==> src/rtl/fetch_sequencer.sv <==
// Instruction-cycle sequencer: owns the step counter and program counter,
// selects the memory read address per step and captures the instruction word.
module fetch_sequencer #(
    parameter logic [15:0] RESET_PC    = 16'h0000,
    parameter bit          HALT_ENABLE = 1'b1
) (
    input  logic        clock,
    input  logic        reset,
    input  logic        mem_ready,
    input  logic [15:0] memory_in,
    input  logic [15:0] immediate_read_address,
    input  logic [15:0] operand_address,
    input  logic [15:0] pc_next,
    input  logic        pc_write,
    input  logic        halt_request,
    input  logic        can_halt,
    input  logic        resume,
    output logic [1:0]  step,
    output logic        step_advance,
    output logic [15:0] pc,
    output logic [15:0] instruction,
    output logic [15:0] read_address,
    output logic        halted
);

    typedef enum logic [2:0] {
        FETCH_INSTR = 3'd0,
        FETCH_IMM   = 3'd1,
        OPERAND     = 3'd2,
        EXECUTE     = 3'd3,
        HALTED      = 3'd4
    } state_t;

    state_t      state_r, state_s;
    logic [1:0]  step_r, step_s;
    logic [15:0] pc_r, pc_s;
    logic [15:0] instr_r, instr_s;
    logic        halted_r, halted_s;
    logic        halt_take_s;
    logic [15:0] pc_plus2_s;

    assign halt_take_s = HALT_ENABLE && halt_request && can_halt;
    assign pc_plus2_s  = pc_r + 16'd2;

    // Next-state logic: each step waits for mem_ready; HALTED waits for resume.
    always_comb begin
        state_s  = state_r;
        step_s   = step_r;
        pc_s     = pc_r;
        instr_s  = instr_r;
        halted_s = halted_r;
        case (state_r)
            FETCH_INSTR: begin
                if (mem_ready) begin
                    instr_s = memory_in;
                    state_s = FETCH_IMM;
                    step_s  = 2'd1;
                end else begin
                    state_s = FETCH_INSTR;
                end
            end
            FETCH_IMM: begin
                if (mem_ready) begin
                    state_s = OPERAND;
                    step_s  = 2'd2;
                end else begin
                    state_s = FETCH_IMM;
                end
            end
            OPERAND: begin
                if (mem_ready) begin
                    state_s = EXECUTE;
                    step_s  = 2'd3;
                end else begin
                    state_s = OPERAND;
                end
            end
            EXECUTE: begin
                // A halt outranks a taken branch; pc keeps pointing at the halt.
                if (mem_ready) begin
                    step_s = 2'd0;
                    if (halt_take_s) begin
                        state_s  = HALTED;
                        halted_s = 1'b1;
                    end else if (pc_write) begin
                        state_s = FETCH_INSTR;
                        pc_s    = pc_next;
                    end else begin
                        state_s = FETCH_INSTR;
                        pc_s    = pc_plus2_s;
                    end
                end else begin
                    state_s = EXECUTE;
                end
            end
            HALTED: begin
                if (resume) begin
                    state_s  = FETCH_INSTR;
                    step_s   = 2'd0;
                    halted_s = 1'b0;
                    pc_s     = pc_plus2_s;
                end else begin
                    state_s = HALTED;
                end
            end
            default: begin
                state_s  = FETCH_INSTR;
                step_s   = 2'd0;
                halted_s = 1'b0;
            end
        endcase
    end

    // State register with synchronous reset that overrides all other inputs.
    always_ff @(posedge clock) begin
        if (reset) begin
            state_r  <= FETCH_INSTR;
            step_r   <= 2'd0;
            pc_r     <= RESET_PC;
            instr_r  <= 16'h0000;
            halted_r <= 1'b0;
        end else begin
            state_r  <= state_s;
            step_r   <= step_s;
            pc_r     <= pc_s;
            instr_r  <= instr_s;
            halted_r <= halted_s;
        end
    end

    // Memory address mux by step.
    always_comb begin
        read_address = pc_r;
        case (state_r)
            FETCH_INSTR: read_address = pc_r;
            FETCH_IMM:   read_address = immediate_read_address;
            OPERAND:     read_address = operand_address;
            EXECUTE:     read_address = pc_r;
            HALTED:      read_address = pc_r;
            default:     read_address = pc_r;
        endcase
    end

    assign step_advance = mem_ready && !halted_r;
    assign step         = step_r;
    assign pc           = pc_r;
    assign instruction  = instr_r;
    assign halted       = halted_r;

endmodule
==> config.mk <==
export PLATFORM = sky130hd
export DESIGN_NAME = fetch_sequencer
export DESIGN_NICKNAME = d
export VERILOG_FILES = /design/src/rtl/fetch_sequencer.sv
export SDC_FILE = /design/constraint.sdc
export NUM_CORES = 1
export LEC_CHECK = 0
export CORE_UTILIZATION = 43
export DETAILED_ROUTE_END_ITERATION = 12
export PLACE_DENSITY = 0.87
export SLEW_MARGIN = 30
export SYNTH_ARGS = -nofsm -noshare
export SYNTH_HDL_FRONTEND = slang
export SYNTH_SLANG_ARGS = --single-unit
==> constraint.sdc <==
create_clock -name clock -period 4.1 [get_ports clock]
set_clock_uncertainty 0.15 [all_clocks]
set_input_delay 0.82 -clock clock [delete_from_list [all_inputs] [get_ports clock]]
set_output_delay 0.82 -clock clock [all_outputs]
set_load 0.05 [all_outputs]
==> flow_summary.toml, run 1 <==
[synthesis]
synth_cell_types = 46
synth_area_sq_um = 2330
synth_ff_type = "dfxtp_1"
ys_warn_count = 0
ys_async_sr_fraction = 0
synth_edf_count = 0
syn_nets = 381
syn_avg_cell_area_sq_um = 7.56
ys_seq_area_frac = 0.326
synth.ff_latch_count = 38
synthCells = 309

[detailed_routing]
antenna_left = 0
drtIter0Drc = 320
drcViolationCount = 0
first_pass_iters = 5
num_vias = 2923
drt_wl_total_microns = 8150
vias_per_cell = 6.05
wl_per_cell_microns = 16.9

[cells_and_area]
fill_cells = 423
n_antenna_cell = 0
drive_gt1_frac = 0.0436
regArea_sq_um = 761
nNetsFinal = 485
multiInputGateArea_sq_um = 1410
synthToLayoutAreaGrowth_pct = 57.8
mostFrequentLayoutCell = "clkdlybuf4s50_1"
stdcell_area_sq_um = 3680
mostFrequentLayoutCells = "clkdlybuf4s50_1, nand2_1, dfxtp_1"

[die]
die_w_microns = 75.7
start_util = 0.451
io_pins = 123
die_area_sq_um = 5730
rows = 26
die_y_microns = 75.7
fp.coreArea_sq_um = 5170

[timing]
period_share = 0.837
worst_hold_slack_ns = 0.304
hold_violations = 0
setup_viol = 0
finalMaxSlewViolations = 0
min_period_ns = 3.43
setup_slack_ns = 0.667
rsz0062_at_grt = "false"
relSlewSlack = 0.407
timing.fmax_mhz = 291
worstMarginPinSlew_ns = 0.881
finalSetupTns_ns = 0

[placement]
io_buffers = 122
post_dp_cell_area_sq_um = 3570
place_hpwl_microns = 5760
place_congestion = 0.896
dp_slack_ns = 0.686

[power]
peakVddDrop_uv = 189
pwr-share-comb = 0.343
p_int_uw = 737
power_mw = 1.11
swShare = 0.339
power.density_nw_per_um2 = 302
p_leak_nw = 1.28
p_clk_frac = 0.297
power_switching_uw = 377
power.share.sequential = 0.360

[clock_tree]
cts.sinks = 38
cts_resized = 0
post_cts_buffers = 0
cts_buffers = 5
root_buffer = "clkbuf_8"
htreeDepth = 2
clk-insertion-delay-late_ns = 0.29
clk_path_buf_depth = 2
postCtsHoldBufs = 0
tritoncts = "done"
clk_pin_slew_ns = 0.07

[grt]
grt_remaining_overflow = 0
grt_pass1_vias = 2582
antenna_found_initial = 0
grt_pass1_wl_microns = 12500
grt_max_degree = 37
grt_usage = 0.283

[critical_path]
cp_data_arrival_time_ns = 2.46
cp.depth = 6
slowest_stage = "clkdlybuf4s50_1"
critPathTopFamily = "buffers and inverters"
cp_data_required_time_ns = 3.13
critPathMaxStageDelay_ns = 0.86
worstSetupStartpointType = "register"
path_cells = "buf_4 > nor3b_2 > buf_4 > a22oi_1 > o21ai_0 > clkdlybuf4s50_1"
path_common_cell = "buf_4"
reg2reg_depth = 6
end_kind = "output port"
path_max_fanout = 28
crit_buf_inv = 3
critPathKind = "register to output port"

[status]
status = "finished, final reports clean"

[hold_path]
hold_depth = 2
hp-class = "register to register"

[flow_run]
cap_violations = 0
area by class of cell:
type,count,share of cell area
Multi-Input combinational cell,229,0.383
Timing Repair Buffer,130,0.347
Sequential cell,38,0.207
Tap cell,70,0.0238
Clock buffer,6,0.0224
Inverter,9,0.00917
Clock inverter,1,0.00815
metal layers:
| metal | wire length, microns | GRT usage | vias up |
|---|---|---|---|
| li1 | - | - | 1379 |
| met1 | 3380 | 0.382 | 1357 |
| met2 | 3900 | 0.446 | 174 |
| met3 | 726 | 0.0595 | 13 |
| met4 | 141 | 0.105 | 0 |
| met5 | 0 | 0 | - |
synthesized netlist by cell type, types with 2 or more instances:
cell / number / area share
a211oi_1: 9 / 0.029
a21oi_1: 30 / 0.064
a22oi_1: 37 / 0.12
a32oi_1: 3 / 0.011
and2_1: 3 / 0.0080
and3_1: 3 / 0.0080
and4_1: 5 / 0.019
buf_1: 5 / 0.0080
buf_2: 6 / 0.013
clkbuf_1: 21 / 0.034
dfxtp_1: 38 / 0.33
inv_1: 9 / 0.014
mux2i_1: 2 / 0.0086
nand2_1: 39 / 0.063
nand2b_1: 2 / 0.0054
nand3_1: 12 / 0.026
nand4_1: 7 / 0.019
nor2_1: 7 / 0.011
nor2b_1: 5 / 0.013
nor3_1: 5 / 0.011
o211ai_1: 2 / 0.0064
o21ai_0: 20 / 0.043
o22ai_1: 2 / 0.0054
o2bb2ai_1: 2 / 0.0075
o311ai_0: 3 / 0.011
o31a_1: 4 / 0.015
o32ai_1: 7 / 0.026
or3_1: 2 / 0.0054
xor2_1: 2 / 0.0075
through the flow:
step	util	cells
after floorplan	-	309
after global placement	0.689	475
after detailed placement	0.690	476
after CTS	0.712	483
after global routing	0.712	483
final	0.712	483
power by group through the flow:
stage          Combinational, mW  Sequential, mW  Clock, mW
2_1_floorplan              0.174           0.455          0
5_1_grt                    0.406           0.403      0.347
3_5_place_dp               0.380           0.409          0
6_report                   0.383           0.401      0.331
3_3_place_gp               0.375           0.407          0
4_1_cts                    0.382           0.400      0.332
worst paths after layout:
path             startpoint         endpoint  slack [ns]
max              state_r[0]  read_address[3]        0.67
min          instruction[7]   instruction[7]        0.30
max reg2reg      state_r[0]           pc[11]        1.08
min reg2reg  instruction[7]   instruction[7]        0.30
flip-flops by register name (all words and copies together) (netlist names):
name         cells
halted           1
step             2
pc              16
instruction     16
state_r          3
cells by family after synthesis:
logic type,after synthesis,share of synthesized area
simple gates,95,0.205
flops,38,0.326
compound gates,128,0.370
buf+inv,42,0.0740
xor+xnor,3,0.0113
mux,2,0.00857
fa+ha+maj,1,0.00536
worst register-to-register path, cell delays in order (launching register included):
cell and delay [ns]:
dfxtp_1 0.35, buf_4 0.29, or3b_1 0.70, a21boi_0 0.79
buf_4 0.27, a211oi_1 0.07, o32ai_1 0.29
Note: power is estimated with default switching activity, not from simulation.
==> run 2: changes to the inputs <==
- CORE_UTILIZATION: 43 -> 36
- PLACE_DENSITY: 0.87 -> 0.77
- clock period: 4.1 -> 3.05 ns (I/O delays scaled with it)
==> flow_summary.toml, run 2 (synthesis results as in run 1) <==
[status]
status = "finished, final reports clean"

[power]
p_leak_nw = 1.41
power.density_nw_per_um2 = 379
peakVddDrop_uv = 274

[die]
rows = 28
io_pins = 123
fp.coreArea_sq_um = 6100
die_w_microns = 82.5
start_util = 0.383
die_y_microns = 82.5
die_area_sq_um = 6810

[critical_path]
critPathMaxStageDelay_ns = 0.35
cp_data_required_time_ns = 2.29
timing.rr.end = "pc[1]"
critPathTopFamily = "buffers and inverters"
reg2reg_depth = 5
path_max_fanout = 28
cp_data_arrival_time_ns = 1.86
worstSetupStartpointType = "register"
reg2reg_from = "state_r[0]"
ff2ff_setup_slack_ns = 0.71
path_cells = "buf_4 > nor3b_2 > buf_4 > a22oi_1 > o21ai_0 > buf_12"
path_common_cell = "buf_4"
slowest_stage = "dfxtp_1"
critPathKind = "register to output port"
crit_buf_inv = 3
end_kind = "output port"

[grt]
grt_usage = 0.247
grt_remaining_overflow = 0
grt_pass1_vias = 2655
grt_max_degree = 36
antenna_found_initial = 0
grt_pass1_wl_microns = 12900

[clock_tree]
post_cts_buffers = 0
clk_path_buf_depth = 2
postCtsHoldBufs = 0
root_buffer = "clkbuf_8"
htreeDepth = 2
cts.sinks = 38
clk-insertion-delay-late_ns = 0.29
tritoncts = "done"
cts_buffers = 5
cts_resized = 0
clk_pin_slew_ns = 0.08

[detailed_routing]
vias_per_cell = 5.86
drtIter0Drc = 300
num_vias = 2931
antenna_left = 0
first_pass_iters = 5
wl_per_cell_microns = 16.9
drt_wl_total_microns = 8430
drcViolationCount = 0

[timing]
min_period_ns = 2.62
finalMaxSlewViolations = 0
period_share = 0.859
relSlewSlack = 0.547
finalSetupTns_ns = 0
setup_viol = 0
worstMarginPinSlew_ns = 0.679
timing.fmax_mhz = 381
rsz0062_at_grt = "false"
hold_violations = 0

[cells_and_area]
fill_cells = 519
final_cells = 500
synthToLayoutAreaGrowth_pct = 68.4
drive_gt1_frac = 0.113
stdcell_area_sq_um = 3930
mostFrequentLayoutCell = "clkdlybuf4s50_1"
n_antenna_cell = 0
nNetsFinal = 496
mostFrequentLayoutCells = "clkdlybuf4s50_1, nand2_1, dfxtp_1"

[placement]
place_hpwl_microns = 6190
post_dp_cell_area_sq_um = 3840
io_buffers = 122
place_congestion = 0.858
dp.cells = 492

[hold_path]
hold_path_startpoint = "instruction[13]"
min_to = "instruction[13]"
hp-class = "register to register"
hold_depth = 2

[flow_run]
cap_violations = 0
## run 2: cell types whose count changed in the layout (fill, tap and decap cells not counted), sizes merged
cell           change
buf               +28
bufinv             -1
clkdlybuf4s50     -17
clkinv             +1
clkinvlp           +1
## run 2: worst max path at each step
stage | from | endpoint | cells after the start | slack [ns]
floorplan | state_r[0] | read_address[2] | 5 | 0.05
global placement | state_r[1] | read_address[15] | 4 | 0.47
detailed placement | mem_ready | instruction[15] | 5 | 0.53
CTS | state_r[0] | read_address[5] | 6 | 0.41
global route | state_r[0] | read_address[10] | 6 | 0.29
finish | state_r[0] | read_address[5] | 6 | 0.43
## run 2: routing by layer
metal  track usage  wire length (microns)
met1         0.316                   3520
met4        0.0707                     89
met3        0.0571                    755
met2         0.414                   4060
met5             0                      0
## run 2: worst register-to-register path, stage by stage, from the launching register on
cell and delay [ns]:
dfxtp_1 0.32, buf_4 0.22, or3b_1 0.51, and2_1 0.42
or4_1 0.48, a31oi_1 0.16
## run 2: cell type report
class / instances / area (sq um) / area share
clock buffer: 6 / 82.6 / 0.0210
sequential: 38 / 761 / 0.193
clock inverter: 2 / 12.5 / 0.00318
timing repair buffer: 141 / 1530 / 0.390
tap: 75 / 93.8 / 0.0239
multi-input combinational: 229 / 1420 / 0.360
inverter: 9 / 33.8 / 0.00859
## run 2: stage by stage
step                power (mW)  utilization  setup slack, ns  hold WS, ns
global placement          1.12        0.629            0.474        0.292
detailed placement        1.13        0.630            0.530        0.296
CTS                       1.50        0.645            0.407        0.307
floorplan                0.846            -           0.0503        0.422
finish                    1.49        0.645            0.429        0.305
global route              1.55        0.645            0.291        0.328
## run 2: power breakdown
part / switching, mW / internal, mW / leakage (nW) / total [mW]
combinational: 0.325 / 0.263 / 1.05 / 0.588
sequential: 0.0144 / 0.519 / 0.309 / 0.533
clock: 0.189 / 0.182 / 0.0472 / 0.371
total: 0.529 / 0.964 / 1.41 / 1.49
==> run 3: changes to the inputs <==
- CORE_ASPECT_RATIO: not set -> 0.6
==> flow_summary.toml, run 3 (synthesis results as in run 1) <==
[placement]
dp.cells = 495
io_buffers = 122
place_congestion = 0.866
place_hpwl_microns = 6460

[detailed_routing]
first_pass_iters = 6
drt_wl_total_microns = 9040
drcViolationCount = 0
vias_per_cell = 5.88
num_vias = 2959
drtIter0Drc = 280
antenna_left = 0
wl_per_cell_microns = 18.0

[cells_and_area]
mostFrequentLayoutCells = "clkdlybuf4s50_1, nand2_1, dfxtp_1"
n_antenna_cell = 0
final_cells = 503
mostFrequentLayoutCell = "clkdlybuf4s50_1"
fill_cells = 532
multiInputGateArea_sq_um = 1410
nNetsFinal = 490
regArea_sq_um = 761
synthToLayoutAreaGrowth_pct = 67.4
drive_gt1_frac = 0.0955

[timing]
relSlewSlack = 0.539
worstMarginPinSlew_ns = 0.692
timing.fmax_mhz = 373
finalSetupTns_ns = 0
hold_violations = 0
worst_hold_slack_ns = 0.306
finalMaxSlewViolations = 0
rsz0062_at_grt = "false"
min_period_ns = 2.68
period_share = 0.880
setup_viol = 0

[power]
power.share.sequential = 0.346
p_int_mw = 1.02
power_switching_uw = 547
peakVddDrop_uv = 304
power.density_nw_per_um2 = 402
swShare = 0.348
p_leak_nw = 1.37
p_clk_frac = 0.282
pwr-share-comb = 0.372

[critical_path]
path_max_fanout = 16
cp_data_arrival_time_ns = 1.92
worstSetupStartpointType = "register"
critPathKind = "register to output port"
end_kind = "output port"
cp_data_required_time_ns = 2.29

[die]
rows = 22
start_util = 0.377
die_w_microns = 106
io_pins = 123
fp.coreArea_sq_um = 6190
die_area_sq_um = 6820
die_y_microns = 64.4

[hold_path]
hp-class = "register to register"

[clock_tree]
tritoncts = "done"
postCtsHoldBufs = 0
root_buffer = "clkbuf_8"
cts.sinks = 38
cts_resized = 0
cts_buffers = 5
clk_path_buf_depth = 2
post_cts_buffers = 0
clk_pin_slew_ns = 0.08
clk-insertion-delay-late_ns = 0.29
htreeDepth = 2

[grt]
grt_pass1_vias = 2810
grt_usage = 0.266
antenna_found_initial = 0
grt_remaining_overflow = 0
grt_max_degree = 36
grt_pass1_wl_microns = 14300

[flow_run]
cap_violations = 0

[status]
status = "finished, final reports clean"
## run 3: cell types whose count changed in the layout (fill, tap and decap cells not counted), sizes merged
cell / change
clkinvlp: +1
clkinv: -1
bufinv: +1
clkbuf: -1
buf: -6
## run 3: layout make-up
cell class                      count  area share
Clock buffer                        5      0.0176
Clock inverter                      3      0.0115
Inverter                            9     0.00864
Multi-Input combinational cell    229       0.360
Sequential cell                    38       0.195
Tap cell                           84      0.0269
Timing Repair Buffer              135       0.381
## run 3: power by group through the flow
| stage | Combinational [mW] | Sequential (mW) | Clock, mW |
|---|---|---|---|
| finish | 0.585 | 0.543 | 0.443 |
| global route | 0.616 | 0.546 | 0.472 |
| CTS | 0.584 | 0.542 | 0.446 |
| detailed placement | 0.582 | 0.554 | 0 |
| global placement | 0.573 | 0.552 | 0 |
| floorplan | 0.234 | 0.612 | 0 |
## run 3: path summary, 6_finish.rpt
path                                 startpoint          endpoint  slack (ns)  depth (start not counted)
worst max-delay path                 state_r[0]  read_address[10]        0.37                          4
worst min-delay path            instruction[13]   instruction[13]        0.31                          2
worst max register to register       state_r[2]             pc[1]        0.66                          4
worst min register to register  instruction[13]   instruction[13]        0.31                          2
## run 3: critical path, cell delays in order (launching register included)
cell and delay [ns]:
dfxtp_1 0.61, buf_4 0.33, a22oi_1 0.12, o21ai_0 0.38, buf_12 0.19
## run 3: metrics by stage
step                 util  power (mW)  worst slack [ns]  instance area (sq um)
floorplan               -       0.846            0.0503                   2330
global placement    0.613        1.12             0.628                   3790
detailed placement  0.613        1.14             0.555                   3790
CTS                 0.631        1.57             0.379                   3910
global route        0.631        1.63             0.234                   3910
finish              0.631        1.57             0.367                   3910
## run 3: per-layer routing
layer  track usage  wire (microns)  up-vias
met4        0.0660             104        0
met2         0.413            3990      166
li1              -               -     1394
met1         0.374            4120     1387
met3        0.0571             813       12
met5             0               0        -
